$ cat src/rtl/hazard_response_unit_if.sv
// Bundle of the hazard-response signals exchanged between the pipeline
// (master side) and hazard_response_unit (slave side).
//   ID-stage inputs : id_ctrl, id_rs/rt/rd, id_rs_data, id_rt_data, id_jump
//   Hazard inputs   : ex_branch_taken, stall, forward_a, forward_b
//   Bypass data     : mem_alu_result, wb_write_data
//   Pipe controls   : pc_write, ifid_write, ifid_flush
//   EX-stage outputs: ex_ctrl, ex_rs/rt/rd, ex_op_a, ex_op_b
//   Debug counters  : stall_count, flush_count
interface hazard_response_unit_if #(
    parameter int DATA_W = 32,
    parameter int CTRL_W = 8,
    parameter int CNT_W  = 16
);
    logic [CTRL_W-1:0] id_ctrl;
    logic [4:0]        id_rs;
    logic [4:0]        id_rt;
    logic [4:0]        id_rd;
    logic [DATA_W-1:0] id_rs_data;
    logic [DATA_W-1:0] id_rt_data;
    logic              id_jump;
    logic              ex_branch_taken;
    logic              stall;
    logic [1:0]        forward_a;
    logic [1:0]        forward_b;
    logic [DATA_W-1:0] mem_alu_result;
    logic [DATA_W-1:0] wb_write_data;

    logic              pc_write;
    logic              ifid_write;
    logic              ifid_flush;
    logic [CTRL_W-1:0] ex_ctrl;
    logic [4:0]        ex_rs;
    logic [4:0]        ex_rt;
    logic [4:0]        ex_rd;
    logic [DATA_W-1:0] ex_op_a;
    logic [DATA_W-1:0] ex_op_b;
    logic [CNT_W-1:0]  stall_count;
    logic [CNT_W-1:0]  flush_count;

    modport slave (
        input  id_ctrl, id_rs, id_rt, id_rd, id_rs_data, id_rt_data, id_jump,
               ex_branch_taken, stall, forward_a, forward_b,
               mem_alu_result, wb_write_data,
        output pc_write, ifid_write, ifid_flush, ex_ctrl, ex_rs, ex_rt, ex_rd,
               ex_op_a, ex_op_b, stall_count, flush_count
    );

    modport master (
        output id_ctrl, id_rs, id_rt, id_rd, id_rs_data, id_rt_data, id_jump,
               ex_branch_taken, stall, forward_a, forward_b,
               mem_alu_result, wb_write_data,
        input  pc_write, ifid_write, ifid_flush, ex_ctrl, ex_rs, ex_rt, ex_rd,
               ex_op_a, ex_op_b, stall_count, flush_count
    );
endinterface

$ cat src/rtl/hazard_response_unit.sv
// Applies hazard-unit decisions to the 5-stage pipeline: load-use stalls,
// branch/jump flushes and EX operand forwarding. Owns the ID/EX register and
// keeps saturating stall/flush event counters.
// Ports:
//   clk   - rising-edge clock
//   reset - asynchronous, active-high reset
//   bus   - hazard_response_unit_if.slave (see interface file for signals)
//
// state  | meaning
// -------+-----------------------------------------------------------
// RUN    | normal operation, a stall request is accepted
// BUBBLE | EX holds the load-use bubble; stall is ignored this cycle
module hazard_response_unit #(
    parameter int DATA_W = 32,
    parameter int CTRL_W = 8,
    parameter int CNT_W  = 16
) (
    input  logic                    clk,
    input  logic                    reset,
    hazard_response_unit_if.slave   bus
);

    typedef enum logic {
        S_RUN    = 1'b0,
        S_BUBBLE = 1'b1
    } state_t;

    state_t            r_state;
    state_t            w_state_nxt;

    logic              w_pc_write;
    logic              w_ifid_write;
    logic              w_ifid_flush;
    logic              w_bubble;
    logic              w_stall_acc;

    logic [CTRL_W-1:0] r_ex_ctrl;
    logic [4:0]        r_ex_rs;
    logic [4:0]        r_ex_rt;
    logic [4:0]        r_ex_rd;
    logic [DATA_W-1:0] r_ex_rs_data;
    logic [DATA_W-1:0] r_ex_rt_data;
    logic [CNT_W-1:0]  r_stall_count;
    logic [CNT_W-1:0]  r_flush_count;

    always_ff @(posedge clk or posedge reset) begin
        if (reset) begin
            r_state <= S_RUN;
        end else begin
            r_state <= w_state_nxt;
        end
    end

    // Priority: branch > stall > jump > normal. BUBBLE always returns to
    // RUN, so one load-use hazard costs exactly one cycle.
    always_comb begin
        w_state_nxt  = S_RUN;
        w_pc_write   = 1'b1;
        w_ifid_write = 1'b1;
        w_ifid_flush = 1'b0;
        w_bubble     = 1'b0;
        w_stall_acc  = 1'b0;
        if (bus.ex_branch_taken) begin
            w_ifid_flush = 1'b1;
            w_bubble     = 1'b1;
        end else if (bus.stall && (r_state == S_RUN)) begin
            w_pc_write   = 1'b0;
            w_ifid_write = 1'b0;
            w_bubble     = 1'b1;
            w_stall_acc  = 1'b1;
            w_state_nxt  = S_BUBBLE;
        end else if (bus.id_jump) begin
            w_ifid_flush = 1'b1;
        end
    end

    // Reset overrides the pipe controls immediately, not on the next edge.
    assign bus.pc_write   = w_pc_write & ~reset;
    assign bus.ifid_write = w_ifid_write & ~reset;
    assign bus.ifid_flush = w_ifid_flush | reset;

    always_ff @(posedge clk or posedge reset) begin
        if (reset) begin
            r_ex_ctrl    <= '0;
            r_ex_rs      <= '0;
            r_ex_rt      <= '0;
            r_ex_rd      <= '0;
            r_ex_rs_data <= '0;
            r_ex_rt_data <= '0;
        end else if (w_bubble) begin
            r_ex_ctrl    <= '0;
            r_ex_rs      <= '0;
            r_ex_rt      <= '0;
            r_ex_rd      <= '0;
            r_ex_rs_data <= '0;
            r_ex_rt_data <= '0;
        end else begin
            r_ex_ctrl    <= bus.id_ctrl;
            r_ex_rs      <= bus.id_rs;
            r_ex_rt      <= bus.id_rt;
            r_ex_rd      <= bus.id_rd;
            r_ex_rs_data <= bus.id_rs_data;
            r_ex_rt_data <= bus.id_rt_data;
        end
    end

    always_ff @(posedge clk or posedge reset) begin
        if (reset) begin
            r_stall_count <= '0;
            r_flush_count <= '0;
        end else begin
            if (w_stall_acc && (r_stall_count != {CNT_W{1'b1}})) begin
                r_stall_count <= r_stall_count + 1'b1;
            end
            if (w_ifid_flush && (r_flush_count != {CNT_W{1'b1}})) begin
                r_flush_count <= r_flush_count + 1'b1;
            end
        end
    end

    // Select 2'b11 is not a legal hazard-unit output; it falls back to
    // the register-file value.
    always_comb begin
        case (bus.forward_a)
            2'b10:   bus.ex_op_a = bus.mem_alu_result;
            2'b01:   bus.ex_op_a = bus.wb_write_data;
            default: bus.ex_op_a = r_ex_rs_data;
        endcase
    end

    always_comb begin
        case (bus.forward_b)
            2'b10:   bus.ex_op_b = bus.mem_alu_result;
            2'b01:   bus.ex_op_b = bus.wb_write_data;
            default: bus.ex_op_b = r_ex_rt_data;
        endcase
    end

    assign bus.ex_ctrl     = r_ex_ctrl;
    assign bus.ex_rs       = r_ex_rs;
    assign bus.ex_rt       = r_ex_rt;
    assign bus.ex_rd       = r_ex_rd;
    assign bus.stall_count = r_stall_count;
    assign bus.flush_count = r_flush_count;

endmodule
$ cat src/flat_wrapper.sv
// flat-port wrapper written by rule: the top's interface ports become plain ports
module hazard_response_unit_flat 
#(
    parameter int DATA_W = 32,
    parameter int CTRL_W = 8,
    parameter int CNT_W  = 16
)
  (clk, reset, bus_id_ctrl, bus_id_rs, bus_id_rt, bus_id_rd, bus_id_rs_data, bus_id_rt_data, bus_id_jump, bus_ex_branch_taken, bus_stall, bus_forward_a, bus_forward_b, bus_mem_alu_result, bus_wb_write_data, bus_pc_write, bus_ifid_write, bus_ifid_flush, bus_ex_ctrl, bus_ex_rs, bus_ex_rt, bus_ex_rd, bus_ex_op_a, bus_ex_op_b, bus_stall_count, bus_flush_count);
  hazard_response_unit_if #(.DATA_W(DATA_W), .CTRL_W(CTRL_W), .CNT_W(CNT_W)) bus_i ();
  input  logic clk;
  input  logic reset;
  input wire logic [$bits(bus_i.id_ctrl)-1:0] bus_id_ctrl;
  input wire logic [$bits(bus_i.id_rs)-1:0] bus_id_rs;
  input wire logic [$bits(bus_i.id_rt)-1:0] bus_id_rt;
  input wire logic [$bits(bus_i.id_rd)-1:0] bus_id_rd;
  input wire logic [$bits(bus_i.id_rs_data)-1:0] bus_id_rs_data;
  input wire logic [$bits(bus_i.id_rt_data)-1:0] bus_id_rt_data;
  input wire logic [$bits(bus_i.id_jump)-1:0] bus_id_jump;
  input wire logic [$bits(bus_i.ex_branch_taken)-1:0] bus_ex_branch_taken;
  input wire logic [$bits(bus_i.stall)-1:0] bus_stall;
  input wire logic [$bits(bus_i.forward_a)-1:0] bus_forward_a;
  input wire logic [$bits(bus_i.forward_b)-1:0] bus_forward_b;
  input wire logic [$bits(bus_i.mem_alu_result)-1:0] bus_mem_alu_result;
  input wire logic [$bits(bus_i.wb_write_data)-1:0] bus_wb_write_data;
  output wire logic [$bits(bus_i.pc_write)-1:0] bus_pc_write;
  output wire logic [$bits(bus_i.ifid_write)-1:0] bus_ifid_write;
  output wire logic [$bits(bus_i.ifid_flush)-1:0] bus_ifid_flush;
  output wire logic [$bits(bus_i.ex_ctrl)-1:0] bus_ex_ctrl;
  output wire logic [$bits(bus_i.ex_rs)-1:0] bus_ex_rs;
  output wire logic [$bits(bus_i.ex_rt)-1:0] bus_ex_rt;
  output wire logic [$bits(bus_i.ex_rd)-1:0] bus_ex_rd;
  output wire logic [$bits(bus_i.ex_op_a)-1:0] bus_ex_op_a;
  output wire logic [$bits(bus_i.ex_op_b)-1:0] bus_ex_op_b;
  output wire logic [$bits(bus_i.stall_count)-1:0] bus_stall_count;
  output wire logic [$bits(bus_i.flush_count)-1:0] bus_flush_count;
  assign bus_i.id_ctrl = bus_id_ctrl;
  assign bus_i.id_rs = bus_id_rs;
  assign bus_i.id_rt = bus_id_rt;
  assign bus_i.id_rd = bus_id_rd;
  assign bus_i.id_rs_data = bus_id_rs_data;
  assign bus_i.id_rt_data = bus_id_rt_data;
  assign bus_i.id_jump = bus_id_jump;
  assign bus_i.ex_branch_taken = bus_ex_branch_taken;
  assign bus_i.stall = bus_stall;
  assign bus_i.forward_a = bus_forward_a;
  assign bus_i.forward_b = bus_forward_b;
  assign bus_i.mem_alu_result = bus_mem_alu_result;
  assign bus_i.wb_write_data = bus_wb_write_data;
  assign bus_pc_write = bus_i.pc_write;
  assign bus_ifid_write = bus_i.ifid_write;
  assign bus_ifid_flush = bus_i.ifid_flush;
  assign bus_ex_ctrl = bus_i.ex_ctrl;
  assign bus_ex_rs = bus_i.ex_rs;
  assign bus_ex_rt = bus_i.ex_rt;
  assign bus_ex_rd = bus_i.ex_rd;
  assign bus_ex_op_a = bus_i.ex_op_a;
  assign bus_ex_op_b = bus_i.ex_op_b;
  assign bus_stall_count = bus_i.stall_count;
  assign bus_flush_count = bus_i.flush_count;
  hazard_response_unit #(.DATA_W(DATA_W), .CTRL_W(CTRL_W), .CNT_W(CNT_W)) u_core (.clk(clk), .reset(reset), .bus(bus_i));
endmodule
$ cat config.mk
export PLATFORM = sky130hd
export DESIGN_NAME = hazard_response_unit_flat
export DESIGN_NICKNAME = d
export VERILOG_FILES = /design/src/rtl/hazard_response_unit_if.sv /design/src/rtl/hazard_response_unit.sv /design/src/flat_wrapper.sv
export SDC_FILE = /design/constraint.sdc
export NUM_CORES = 1
export LEC_CHECK = 0
export CAP_MARGIN = 0
export CORE_ASPECT_RATIO = 1.5
export CORE_MARGIN = 2
export CORE_UTILIZATION = 44
export CTS_CLUSTER_DIAMETER = 30
export DETAILED_ROUTE_END_ITERATION = 7
export GPL_TIMING_DRIVEN = 0
export PLACE_DENSITY = 0.89
export SYNTH_ARGS = -nofsm -noshare
export SYNTH_HDL_FRONTEND = slang
export SYNTH_SLANG_ARGS = --single-unit
$ cat constraint.sdc
create_clock -name clk -period 10.4 [get_ports clk]
set_input_delay 2.08 -clock clk [delete_from_list [all_inputs] [get_ports clk]]
set_output_delay 2.08 -clock clk [all_outputs]
set_load 0.05 [all_outputs]
# ---- Word level (Yosys, flattened, before mapping)
# Index checks and enable logic that the tools add are counted.
dict set report totals {
  regBits 120
  inputBits 160
  word_cells 40
}
dict set report op_classes {
  n_eq_ne 6
  reduce_logical 3
  mux 16
  n_addsub 2
  bitwise_logic 4
}
# op count
set ops {}
lappend ops {{$pmux 32 s2} 2}
lappend ops {{$mux 32} 2}
lappend ops {{$add 16x1->16 const B} 2}
lappend ops {{$ne 16x16->1 const B} 2}
lappend ops {{$mux 5} 3}
lappend ops {{$mux 1} 8}
lappend ops {{$mux 8} 1}
lappend ops {{$eq 2x1->1 const B} 2}
lappend ops {{$eq 2x2->1 const B} 2}
lappend ops {{$logic_and 1x1->1} 3}
lappend ops {{$not 1->1} 2}
lappend ops {{$and 1x1->1} 1}
lappend ops {{$or 1x1->1} 1}

# ---- Depth between registers and ports, before layout
# Gate-level depths: netlist (run 1).
dict set report depth {
  ltp_word 5
  mapped_depth 6
  ltp_nobuf 6
}

# ---- Worst setup path before layout (run 1)
# OpenSTA, ideal clock, no wires.
dict set report synth_path {
  kind {input to output}
  startpoint {input port reset}
  endpoint {output port bus_ifid_flush}
  required_ns 8.320
  setup_slack_ns 2.581
  arrival_ns 5.739
  n_path_buf 0
  cell_stages 2
  cell_sequence {inv_1 > nand2_1}
}
dict set report synth_between {
  elab_chain_cells 1
}
# element line
set synth_lines {}
lappend synth_lines {{from (decl)} flat_wrapper.sv:11} ;# input logic reset;
lappend synth_lines {{$or 1x1->1} hazard_response_unit.sv:80} ;# assign bus.ifid_flush = w_ifid_flush | reset;
lappend synth_lines {{to (decl)} flat_wrapper.sv:27} ;# output wire logic [$bits(bus_i.ifid_flush)-1:0] bus_ifid_flush;
# No other way between the ends.

# ---- Worst setup path in the final report (run 1)
dict set report layout_path {
  startpoint {input port bus_forward_a[0]}
  endpoint {output port bus_ex_op_a[21]}
}
dict set report layout_between {
  elab_chain_cells 2
}
# element line
set layout_lines {}
lappend layout_lines {{from (decl)} flat_wrapper.sv:21} ;# input wire logic [$bits(bus_i.forward_a)-1:0] bus_forward_a;
lappend layout_lines {{$eq 2x1->1 or $eq 2x2->1 (tied branches)} hazard_response_unit.sv:124} ;# case (bus.forward_a)
lappend layout_lines {{$pmux 32 s2 (*)} hazard_response_unit.sv:124}
lappend layout_lines {{to (decl)} flat_wrapper.sv:32} ;# output wire logic [$bits(bus_i.ex_op_a)-1:0] bus_ex_op_a;
# Mark *: on every way between the ends. The rest lies on a longest branch, timed or not.

==> results of run 1 <==
cells in the final DEF (no fill, tap or decap), types with 3 or more instances in the layout:
cell / instances
sky130_fd_sc_hd__dfrtp_1: 120
sky130_fd_sc_hd__nand3_1: 12
sky130_fd_sc_hd__nor3b_2: 3
sky130_fd_sc_hd__nand2_1: 75
sky130_fd_sc_hd__and2_1: 87
sky130_fd_sc_hd__o21ai_0: 64
sky130_fd_sc_hd__inv_1: 4
sky130_fd_sc_hd__inv_6: 6
sky130_fd_sc_hd__nor3_2: 5
sky130_fd_sc_hd__xnor2_1: 17
sky130_fd_sc_hd__clkbuf_16: 17
sky130_fd_sc_hd__clkdlybuf4s50_1: 281
sky130_fd_sc_hd__clkbuf_1: 35
sky130_fd_sc_hd__and3_1: 5
sky130_fd_sc_hd__clkinv_4: 5
sky130_fd_sc_hd__a22oi_1: 64
sky130_fd_sc_hd__xor2_1: 11
sky130_fd_sc_hd__nand4_1: 9
sky130_fd_sc_hd__nor2_1: 8
sky130_fd_sc_hd__ha_1: 6
sequential cells by signal, indices dropped and copies added, names as in the netlist:
register / flops
u_core.bus.flush_count: 16
u_core.bus.ex_ctrl: 8
u_core.bus.ex_rs: 5
u_core.bus.ex_rd: 5
u_core.r_ex_rs_data: 32
u_core.r_state: 1
u_core.bus.ex_rt: 5
u_core.r_ex_rt_data: 32
u_core.bus.stall_count: 16
routing by layer:
metal / track usage / share of wire / wire length [um]
met5: 0 / 0 / 0
met4: 0.148 / 0.043 / 891
met3: 0.0922 / 0.088 / 1810
met2: 0.534 / 0.53 / 10900
met1: 0.310 / 0.34 / 7040
report_power, final:
part | switching, mW | total [mW] | internal (mW)
registers | 0.0564 | 0.572 | 0.516
clock network | 0.227 | 0.560 | 0.333
logic | 0.346 | 0.554 | 0.208
cell families after synthesis:
family	Yosys count	synth area share
AND/OR/NAND/NOR	221	0.222
AO/OA/AOI/OAI	133	0.151
flip-flops	120	0.538
buffers and inverters	41	0.0282
XOR/XNOR	28	0.0439
adder cells (fa/ha/maj)	6	0.0134
multiplexers	2	0.00470
worst max-delay path by stage:
stage,from,to,slack [ns],depth (start not counted)
after floorplan,reset,bus_ifid_flush,2.58,2
after global placement,reset,bus_ifid_flush,1.54,4
after detailed placement,bus_forward_a[0],bus_ex_op_a[0],3.51,8
after CTS,bus_forward_a[0],bus_ex_op_a[0],3.51,8
after global routing,bus_forward_a[0],bus_ex_op_a[21],3.21,8
final,bus_forward_a[0],bus_ex_op_a[21],3.38,8
cells in the mapped netlist, types with 2 or more instances:
cell / instances / share of area
sky130_fd_sc_hd__nand4_1: 9 / 0.010
sky130_fd_sc_hd__clkbuf_1: 35 / 0.024
sky130_fd_sc_hd__xor2_1: 11 / 0.017
sky130_fd_sc_hd__a21oi_1: 2 / 0.0018
sky130_fd_sc_hd__nor2_1: 8 / 0.0054
sky130_fd_sc_hd__and3_1: 5 / 0.0056
sky130_fd_sc_hd__nand3_1: 12 / 0.011
sky130_fd_sc_hd__nor2_2: 2 / 0.0022
sky130_fd_sc_hd__dfrtp_1: 120 / 0.54
sky130_fd_sc_hd__inv_1: 5 / 0.0034
sky130_fd_sc_hd__xnor2_1: 17 / 0.027
sky130_fd_sc_hd__nand2_1: 75 / 0.050
sky130_fd_sc_hd__o21ai_0: 64 / 0.057
sky130_fd_sc_hd__a22oi_1: 64 / 0.086
sky130_fd_sc_hd__and2_1: 87 / 0.097
sky130_fd_sc_hd__nor3_2: 5 / 0.0090
sky130_fd_sc_hd__nor3_1: 2 / 0.0018
sky130_fd_sc_hd__or3_1: 2 / 0.0022
sky130_fd_sc_hd__ha_1: 6 / 0.013
sky130_fd_sc_hd__nor3b_2: 3 / 0.0067
through the flow:
step / area [um2] / util / power [mW]
final: 9200 / 0.739 / 1.69
after global routing: 9200 / 0.739 / 1.75
after CTS: 9200 / 0.739 / 1.69
after detailed placement: 8630 / 0.693 / 1.13
after global placement: 8590 / 0.690 / 1.11
after floorplan: 5590 / - / 0.892
final cells by class:
class                      count  area [um2]  share of cell area
buffer                        36         139              0.0151
clock buffer                  17         425              0.0463
inverter                       5        23.8             0.00258
multi-input combinational    390        2430               0.264
antenna                        1        2.50            0.000272
timing repair buffer         282        2840               0.309
sequential                   120        3000               0.326
clock inverter                15         143              0.0155
tap                          156         195              0.0212
==> parameters.txt, run 1 <==
Parameter                              Value

Floorplan
  Cell row count    50
  Initial standard-cell utilization of the core    0.449
  Number of ports placed on the die boundary    approximately 280
  Area of the die    13,600 um2
  Vertical die dimension    142 um
  Std-Cell Core Area    around 12,000 um2
  Width of the die    96.0 um

Place
  GP Congestion    approximately 0.90
  HPWL after detailed placement    16,100 um
  Cell total after placement    989
  Pre-CTS WS    approximately 3.5 ns
  Port Buffers    281

Worst setup path
  Worst flop-to-flop path endpoint    u_core.bus.stall_count[8]
  R2R Path Start    u_core.bus.stall_count[0]
  CP max stage delay    0.92 ns
  Cell at the slowest stage of the critical path    sky130_fd_sc_hd__clkdlybuf4s50_1
  Reg2reg setup slack    about 8.5 ns
  Path type of the worst setup path    primary input to primary output
  Data arrival time of the critical path    4.94 ns
  Crit end category    primary output
  Endpoint required time on the critical path    approximately 8.3 ns
  CP startpoint kind    primary input
  Kind of cell adding the most delay to the critical path    buffers and inverters
  CP Max Fanout    10
  Crit path buffers/inverters    5
  Cells along the critical path    clkdlybuf4s50_1 -> inv_1 -> ha_1 -> clkbuf_1 -> clkbuf_1 -> nand2_1 -> o21ai_0 -> clkdlybuf4s50_1
  Worst r2r path cells    6

Pwr
  Power density normalized to cell area    183 nW/um2
  VDD IR max    0.000213 V
  P_leak    3.80 nW

Clock network
  Number of sinks driven by the clock tree    120
  Clock latency on the worst-skew pair    0.40 ns
  Post-CTS Setup Inserts    0
  Quantity of gates resized following cts    0
  CTS clk-pin slew, worst paths    0.06 ns
  Buffer depth of the longest clock path    2
  H-tree level count    4
  Clock tree from TritonCTS    yes
  Number of buffers inserted for hold repair after clock tree synthesis    0
  CTS Root Buffer Type    sky130_fd_sc_hd__clkbuf_16
  CTS buffer count    17

Route
  Average wire per cell in the routed design    20.2 um
  DR pass1 iterations    5
  Initial detailed-routing violation count    315
  Routed vias/inst    5.51
  Antenna-violating nets left    0
  Total wire length after detailed routing    20,700 um
  Number of remaining DRC errors    0
  Vias after detailed routing    5,628

STA
  Worst slack on hold paths    0.488 ns
  Setup repair after global routing missed its margin    false
  Setup slack after layout    3.38 ns
  Count of endpoints failing hold in the final timing report    0
  Worst-Margin Slew    approximately 0.69 ns
  Clock Skew    0.0100 ns
  Final-layout setup total negative slack    0 ns
  Final period demand of the worst path    around 7 ns
  Share of the clock period used by the worst path    0.675
  Max Clock Freq    ~140 MHz
  Number of failing setup endpoints in the final timing report    0
  Relative slew margins    0.543
  Count of final max-slew check failures    0

Synth
  Number of warnings reported in the yosys synthesis log    0
  Number of distinct library cells after synthesis    37
  Gate Count Post-Synth    551
  Async SR Flop Fraction    1.00
  Register bit total from synthesis    120
  Post-synthesis instance area    5590 um2
  Synthesized net count    717
  Number of enable flip-flop cells after synthesis    0
  Most instantiated flip-flop cell in the synthesis netlist    sky130_fd_sc_hd__dfrtp_1
  Avg Inst Size Synth    10.1 um2
  Sequential element share of the synthesized area    0.538

Hold path
  Critical hold path startpoint    u_core.r_state
  Worst hold path endpoint    u_core.r_state
  Worst hold path stage count    1
  Path class of the lowest-slack min-delay path    register to register

Global routing
  Number of antenna violations at the first check in global routing    1
  Final global-route overflow total    0
  Via count of the first global-routing pass    5,804
  Combined global-route utilization of all metal layers    0.300
  Largest net degree at the start of global routing    68
  Global-route wire length before repair    roughly 31,000 um

Final layout
  Net count, final    1,018
  Share of post-route cells with drive strength above 1    0.0624
  Final std cells w/o fill    1,022
  Layout fillers    about 870
  Layout overhead on the synthesized area    64.6%

Status
  Run status    completed

Flow run
  Maximum capacitance violations    0
Power figures use the tool's default switching activity.
==> inputs of run 2 (changes only) <==
CORE_UTILIZATION = 40   (was 44)
PLACE_DENSITY = 0.82   (was 0.89)
clock period = 7.1 ns   (was 10.4 ns; I/O delays follow)
==> run 2 against run 1 <==
Compared with the run above:
- final area grew 0.50%
- count of clock-buffer cells in the layout grew 2
- first-iteration DRC count grew 7.3%
- sequential power grew 45%
- sequential cell count is the same
- wire length shrank 6.6%
- via count shrank 4.8%
- cell count grew 0.39%
- clock skew shrank 0.0016 ns
- critical endpoint is now bus_ex_op_a[1]
- largest power group is now clock
==> parameters.txt, run 2 (synthesized netlist as in run 1, its figures left out) <==
Parameter                              Value

Worst setup path
  CP Max Fanout    10 (unchanged)
  Crit end category    primary output (unchanged)
  Data arrival time of the critical path    4.20 ns (was 4.94 ns)
  R2R Path Start    u_core.r_state (was u_core.bus.stall_count[0])
  CP startpoint kind    primary input (unchanged)
  Cells along the critical path    clkdlybuf4s50_1 -> inv_1 -> ha_1 -> clkbuf_1 -> clkbuf_1 -> nand2_1 -> o21ai_0 -> clkdlybuf4s50_1 (unchanged)
  CP max stage delay    0.86 ns (was 0.92 ns)
  Reg2reg setup slack    5.26 ns (was 8.53 ns)
  Worst flop-to-flop path endpoint    u_core.r_ex_rt_data[30] (was u_core.bus.stall_count[8])
  Worst r2r path cells    5 (was 6)
  Endpoint required time on the critical path    5.68 ns (was 8.32 ns)
  Cell at the slowest stage of the critical path    sky130_fd_sc_hd__clkdlybuf4s50_1 (unchanged)
  Path type of the worst setup path    primary input to primary output (unchanged)

Route
  Average wire per cell in the routed design    18.8 um (was 20.2 um)
  Number of remaining DRC errors    0 (unchanged)
  Antenna-violating nets left    0 (unchanged)
  Routed vias/inst    5.22 (was 5.51)
  DR pass1 iterations    7 (was 5)
  Initial detailed-routing violation count    338 (was 315)
  Total wire length after detailed routing    19,300 um (was 20,700 um)
  Vias after detailed routing    5,360 (was 5,628)

Floorplan
  Cell row count    52 (was 50)
  Width of the die    100 um (was 96.0 um)
  Number of ports placed on the die boundary    282 (unchanged)
  Area of the die    14,900 um2 (was 13,600 um2)
  Vertical die dimension    149 um (was 142 um)
  Std-Cell Core Area    13,600 um2 (was 12,400 um2)
  Initial standard-cell utilization of the core    0.411 (was 0.449)

Global routing
  Via count of the first global-routing pass    5,375 (was 5,804)
  Combined global-route utilization of all metal layers    0.260 (was 0.300)
  Number of antenna violations at the first check in global routing    0 (was 1)
  Largest net degree at the start of global routing    72 (was 68)
  Final global-route overflow total    0 (unchanged)
  Global-route wire length before repair    29,300 um (was 30,700 um)

Place
  Cell area after placement    8630 um2 (about the same)
  HPWL after detailed placement    15,000 um (was 16,100 um)
  Port Buffers    281 (unchanged)
  Cell total after placement    995 (was 989)
  GP Congestion    0.985 (was 0.896)

STA
  Worst-Margin Slew    0.674 ns (was 0.686 ns)
  Count of final max-slew check failures    0 (unchanged)
  Final period demand of the worst path    5.62 ns
  Clock Skew    0.00837 ns (was 0.0100 ns)
  Relative slew margins    0.550 (was 0.543)
  Setup repair after global routing missed its margin    false (unchanged)
  Max Clock Freq    178 MHz
  Number of failing setup endpoints in the final timing report    0 (unchanged)
  Count of endpoints failing hold in the final timing report    0 (unchanged)
  Share of the clock period used by the worst path    0.791

Clock network
  Clock latency on the worst-skew pair    0.40 ns (about the same)
  CTS clk-pin slew, worst paths    0.05 ns (was 0.06 ns)
  CTS Root Buffer Type    sky130_fd_sc_hd__clkbuf_16 (unchanged)
  Number of buffers inserted for hold repair after clock tree synthesis    0 (unchanged)
  CTS buffer count    17 (unchanged)
  H-tree level count    4 (unchanged)
  Buffer depth of the longest clock path    2 (unchanged)
  Number of sinks driven by the clock tree    120 (unchanged)
  Clock tree from TritonCTS    yes (unchanged)
  Quantity of gates resized following cts    0 (unchanged)
  Post-CTS Setup Inserts    0 (unchanged)

Flow run
  Maximum capacitance violations    0 (unchanged)

Final layout
  Share of post-route cells with drive strength above 1    0.0590 (was 0.0624)
  N_diodes    0 (was 1)
  Biggest regs    u_core.r_ex_rs_data (32), u_core.r_ex_rt_data (32) (unchanged)
  Cell area after layout    9240 um2 (was 9200 um2)
  Share of the core filled with cells    0.680 (was 0.739)
  Layout overhead on the synthesized area    65.5% (was 64.6%)
  Final std cells w/o fill    1,026 (was 1,022)
  Commonest cells after routing, fill and taps aside    sky130_fd_sc_hd__clkdlybuf4s50_1 (281), sky130_fd_sc_hd__dfrtp_1 (120), sky130_fd_sc_hd__and2_1 (87), sky130_fd_sc_hd__nand2_1 (75) (unchanged)
  Leading cell type in the layout, fill and taps excluded    sky130_fd_sc_hd__clkdlybuf4s50_1 (unchanged)
  Net count, final    1,018 (unchanged)

Hold path
  Critical hold path startpoint    u_core.r_state (unchanged)
  Path class of the lowest-slack min-delay path    register to register (unchanged)
  Worst hold path endpoint    u_core.r_state (unchanged)
  Worst hold path stage count    1 (unchanged)

Pwr
  Power density normalized to cell area    273 nW/um2 (was 183 nW/um2)
  P_leak    3.82 nW (was 3.80 nW)
  Overall power after layout    2.53 mW (was 1.69 mW)
  VDD IR max    0.000252 V (was 0.000213 V)

Status
  Run status    completed (unchanged)
## run 2: cell types whose count changed in the layout (fill, tap and decap cells not counted), sizes merged
cell / delta
bufinv: +3
inv: -4
clkbuf: +2
diode: -1
clkinv: -2
## run 2: final cells by class
class	instances	area [um2]
clock inverters	12	176
plain buffers	36	139
repair buffers	282	2840
flip-flops and latches	120	3000
inverters	5	23.8
fillers	1107	4350
well taps	162	203
multi-input cells	390	2430
clock buffers	19	433
## run 2: worst max-delay path: cells and delay by family
family | cells | cell delay (ns)
buffers and inverters | 5 | 2.21
adder cells (fa/ha/maj) | 1 | 0.26
AO/OA/AOI/OAI | 1 | 0.15
AND/OR/NAND/NOR | 1 | 0.14
## run 2: per-stage QoR
stage	TNS, ns	hold slack [ns]	worst slack, ns
after CTS	0	0.469	1.49
after floorplan	0	0.434	0.601
after detailed placement	0	0.461	1.50
final	0	0.466	1.48
after global routing	0	0.478	1.36
after global placement	-0.567	0.455	-0.567
## run 2: worst max-delay path by stage
stage | startpoint | end | slack (ns) | depth (start not counted)
floorplan | reset | bus_ifid_flush | 0.60 | 2
global placement | reset | bus_ifid_flush | -0.57 | 4
detailed placement | bus_forward_a[0] | bus_ex_op_a[1] | 1.50 | 8
CTS | bus_forward_a[0] | bus_ex_op_a[1] | 1.49 | 8
global route | bus_forward_a[0] | bus_ex_op_a[1] | 1.36 | 8
finish | bus_forward_a[0] | bus_ex_op_a[1] | 1.48 | 8
## run 2: power by group
group | internal [mW] | switching [mW] | total [mW]
Sequential | 0.756 | 0.0760 | 0.832
Clock | 0.585 | 0.303 | 0.888
Combinational | 0.304 | 0.502 | 0.807
## run 2: per-layer routing
metal | GRT usage | routed length [um] | vias up
met1 | 0.274 | 6750 | 2547
met3 | 0.0839 | 1740 | 34
met4 | 0.0973 | 497 | 0
li1 | - | - | 2509
met5 | 0 | 0 | -
met2 | 0.477 | 10300 | 270
